--- config.mk ---
export PLATFORM = sky130hd
export DESIGN_NAME = bcd_serial_adder
export DESIGN_NICKNAME = d
export VERILOG_FILES = /design/src/rtl/bcd_serial_adder.sv
export SDC_FILE = /design/constraint.sdc
export NUM_CORES = 1
export LEC_CHECK = 0
export ABC_AREA = 1
export CAP_MARGIN = 20
export CORE_MARGIN = 2
export CORE_UTILIZATION = 46
export CTS_CLUSTER_DIAMETER = 60
export CTS_CLUSTER_SIZE = 12
export DETAILED_ROUTE_END_ITERATION = 6
export PLACE_DENSITY = 0.84
export SLEW_MARGIN = 20
export SYNTH_ARGS = -nofsm -noshare
export SYNTH_HDL_FRONTEND = slang
export SYNTH_SLANG_ARGS = --single-unit
--- constraint.sdc ---
create_clock -name clk -period 2.85 [get_ports clk]
set_clock_uncertainty 0.15 [all_clocks]
set_input_delay 0.57 -clock clk [delete_from_list [all_inputs] [get_ports clk]]
set_output_delay 0.57 -clock clk [all_outputs]
set_load 0.02 [all_outputs]
--- src/rtl/bcd_serial_adder.sv ---
// Digit-serial packed-BCD adder: one digit per cycle, LSD first, with operand validity check.
// Define BCD_SUB_EN to add a SUB input that nines-complements B for decimal subtraction.
module bcd_serial_adder #(
  parameter int DIGITS = 4
) (
  input  logic                clk,
  input  logic                reset,
  input  logic                start,
  input  logic [4*DIGITS-1:0] a,
  input  logic [4*DIGITS-1:0] b,
  input  logic                cin,
`ifdef BCD_SUB_EN
  input  logic                sub,
`endif
  output logic                busy,
  output logic                done,
  output logic [4*DIGITS-1:0] z,
  output logic                cout,
  output logic                err
);

  localparam int CW = (DIGITS > 1) ? $clog2(DIGITS) : 1;
  localparam logic [CW-1:0] LAST = CW'(DIGITS - 1);

  typedef enum logic [1:0] {IDLE, ADD, FIN} state_t;

  state_t              state;
  logic [CW-1:0]       cnt;
  logic [4*DIGITS-1:0] a_q, b_q;
  logic                carry, sub_q, sub_in;
  logic                invalid;
  logic [3:0]          a_d, b_d, z_d;
  logic [4:0]          sum;
  logic                carry_n;

`ifdef BCD_SUB_EN
  assign sub_in = sub;
`else
  assign sub_in = 1'b0;
`endif

  always_comb begin
    invalid = 1'b0;
    for (int i = 0; i < DIGITS; i++)
      if (a[4*i +: 4] > 4'd9 || b[4*i +: 4] > 4'd9) invalid = 1'b1;
  end

  // Operands shift right each ADD cycle so the current digit is always at [3:0].
  always_comb begin
    a_d     = a_q[3:0];
    b_d     = sub_q ? 4'd9 - b_q[3:0] : b_q[3:0];
    sum     = {1'b0, a_d} + {1'b0, b_d} + {4'd0, carry};
    carry_n = (sum > 5'd9);
    z_d     = carry_n ? sum[3:0] + 4'd6 : sum[3:0];
  end

  // done is set on leaving FIN, so the DONE cycle sits in IDLE with busy still high;
  // start is ignored during that cycle.
  always_ff @(posedge clk) begin
    if (reset) begin
      state <= IDLE;
      cnt   <= '0;
      busy  <= 1'b0;
      done  <= 1'b0;
      z     <= '0;
      cout  <= 1'b0;
      err   <= 1'b0;
      a_q   <= '0;
      b_q   <= '0;
      carry <= 1'b0;
      sub_q <= 1'b0;
    end else begin
      case (state)
        IDLE: begin
          done <= 1'b0;
          if (done) begin
            busy <= 1'b0;
          end else if (start) begin
            busy  <= 1'b1;
            a_q   <= a;
            b_q   <= b;
            carry <= cin;
            sub_q <= sub_in;
            cnt   <= '0;
            z     <= '0;
            cout  <= 1'b0;
            err   <= invalid;
            state <= invalid ? FIN : ADD;
          end
        end
        ADD: begin
          z[4*int'(cnt) +: 4] <= z_d;
          carry <= carry_n;
          a_q   <= a_q >> 4;
          b_q   <= b_q >> 4;
          if (cnt == LAST) begin
            cout  <= carry_n;
            cnt   <= '0;
            state <= FIN;
          end else begin
            cnt <= cnt + 1'b1;
          end
        end
        FIN: begin
          done  <= 1'b1;
          state <= IDLE;
        end
        default: state <= IDLE;
      endcase
    end
  end

endmodule

==> out/results.txt <==
outcome: complete, no violations
vias: 2673
Min Hold Slack: 0.310 ns
uppermost layer routed: met4
total grt overflow: 0
post-synthesis register bit count: 57
vias in the first global route: 2533
Final Cycle Share: 95.3%
WL final: 6830 µm
n_diodes: 0
WL per Instance: 13.8 µm
Syn-to-layout area delta: 30.2%
post-route cell area: 3510 µm²
initial antenna violation count: 0
Syn Nets: 413
Antenna Violating Nets Remaining: 0
final slew viol count: 0
Die W: 80.5 µm
Root Buffer: clkbuf_8
CP Capture Type: register
Area after DPL: 3260 µm²
Worst-path clk slew: 0.06 ns
Port Buffers: 55
MaxCap Viol Count: 0
met2 wire length: 3300 µm
GP Congestion: 0.844
Worst slew margin: 69.4%
Initial DRC Count: 180
Sink Count: 57
Distinct cells, synth: 28
P_leak: 1.41 nW
Layout Nets: 467
Pwr Density: 624 nW/µm²
detailed-route DRC error count: 0
final period demand of the worst path: 2.72 ns
placed cells: 478
Final Non-Filler Cells: 496
Cells after Synth: 366
Initial Utilization: 48.3%
VDD IR max: 0.507 mV
largest net degree at the start of global routing: 34
Clk Latency, worst-skew pair: 0.33 ns
count of final setup violators: 0
Syn Area/Cell: 7.36 µm²
Met1 Wirelength: 3080 µm
TritonCTS buffer count: 9
First-pass DRT Iterations: 4
crit-path max FO: 5
gr usage total: 22.7%
HPWL Detailed: 4750 µm
IO Pins: 56
row count: 27
Final Hold Viols: 0
post-route setup TNS: 0 ns
Seq/Total Area, Yosys: 42.4%
Hold Buf Count CTS: 0
core area: 5570 µm²
clock tree buffer depth: 2
Setup crit start kind: register
Final Util: 62.9%
CP max stage delay: 0.58 ns
DIE AREA: 6480 µm²
CP arrival: 2.77 ns
Critical Path Slowest Stage Cell: fa_2
layout cells sized above 1: 9.91%
via-per-instance ratio: 5.39
CTS tree: yes
Vert. Die Dim: 80.5 µm
HP Class: register to register
CP Cell Sequence: fa_2 > fa_2 > inv_2 > ha_4 > inv_1 > nor2_1 > a21oi_1 > nand2_1 > nand2_2 > nand2_2 > nand4_1 > nor2_1 > nor2_1 > nor2_1
WS Path Type: register to register
crit-path most repeated cell: nor2_1
Least-Margin Pin Slew: 0.455 ns
maximum clock rate: 368 MHz
CP required: 2.91 ns
Warnings, synthesis: 0
synthesized area: 2690 µm²
# H-tree levels: 3
global-route wire length before repair: 11400 µm
Met3 Wirelength: 307 µm
-- area by class of cell --
class,count,area (µm²)
fillers,480,2070
multi-input cells,267,1380
flip-flops and latches,57,1140
well taps,72,90.1
clock inverters,3,40.0
repair buffers,61,608
clock buffers,12,155
inverters,24,91.3
-- metal layers --
layer  vias up  track usage (%)
met3        11             3.48
li1       1351                -
met4         0             11.0
met5         -                0
met2        79             37.9
met1      1232             28.4
-- final timing paths --
kind / from / end / slack (ns) / cells past startpoint
worst max-delay path: b_q[0] / z[7] / 0.13 / 14
worst min-delay path: z[12] / z[12] / 0.31 / 2
worst max register to register: b_q[0] / z[7] / 0.13 / 14
worst min register to register: z[12] / z[12] / 0.31 / 2
-- through the flow --
stage | setup slack, ns | total power, mW
finish | 0.134 | 2.19
global route | -0.0497 | 2.29
CTS | 0.0440 | 2.12
detailed placement | 0.0889 | 1.38
global placement | 0.195 | 1.37
floorplan | 0.312 | 1.25
-- cells by family (layout without fill, tap and decap cells) --
group	count (synthesis)	count (layout)	synth area share, %
adder cells (fa/ha/maj)	11	11	5.67
AO/OA/AOI/OAI	97	97	19.4
buffers and inverters	42	100	7.34
AND/OR/NAND/NOR	159	159	25.2
flip-flops	57	57	42.4
-- where the power goes --
part | internal (mW) | switching, mW | total [mW]
registers | 0.865 | 0.0451 | 0.910
clock network | 0.443 | 0.301 | 0.744
logic | 0.222 | 0.312 | 0.533
-- cells in the mapped netlist, drive strengths merged --
master / instances / area, µm²
a21oi: 36 / 180
a31oi: 24 / 150
and2: 2 / 12.5
and3b: 2 / 17.5
buf: 9 / 72.6
clkbuf: 9 / 33.8
clkinv: 1 / 5.00
dfxtp: 57 / 1140
fa: 2 / 40.0
ha: 9 / 113
inv: 23 / 86.3
nand2: 111 / 417
nand3: 19 / 95.1
nand3b: 1 / 7.51
nand4: 6 / 37.5
nor2: 15 / 66.3
nor3: 1 / 5.00
nor4: 1 / 12.5
o211ai: 1 / 7.51
o21ai: 36 / 184
or2: 1 / 8.76
-- critical path, delay by kind of cell (launching register included) --
kind | cells | cell delay (ns)
DFF | 1 | 0.33
AOI/OAI and AO/OA | 1 | 0.12
adders and majority gates | 3 | 1.16
buffers and inverters | 2 | 0.12
and+or+nand+nor | 8 | 0.71
-- cell usage in the layout (no fill, tap or decap), types with 3 or more instances in the layout --
cell type,n
nand2_1,108
dfxtp_1,56
clkdlybuf4s50_1,55
a21oi_1,36
o21ai_1,26
a31oi_1,24
nand3_1,19
inv_1,14
nor2_1,13
clkbuf_8,11
inv_2,9
o21ai_0,9
ha_1,8
nand4_1,6
buf_4,5
nand2_2,3
clkinv_2,3
-- flip-flops by register name, indices dropped and copies added (netlist names), 2 cells and up --
name   flops
a_q       16
b_q       16
z         16
cnt        2
state      2
-- timing repair --
action | in CTS | in global routing
buffers inserted | 0 | 3
gates resized for setup | 0 | 9
setup endpoints to repair | 0 | 11
Power figures use the tool's default switching activity.
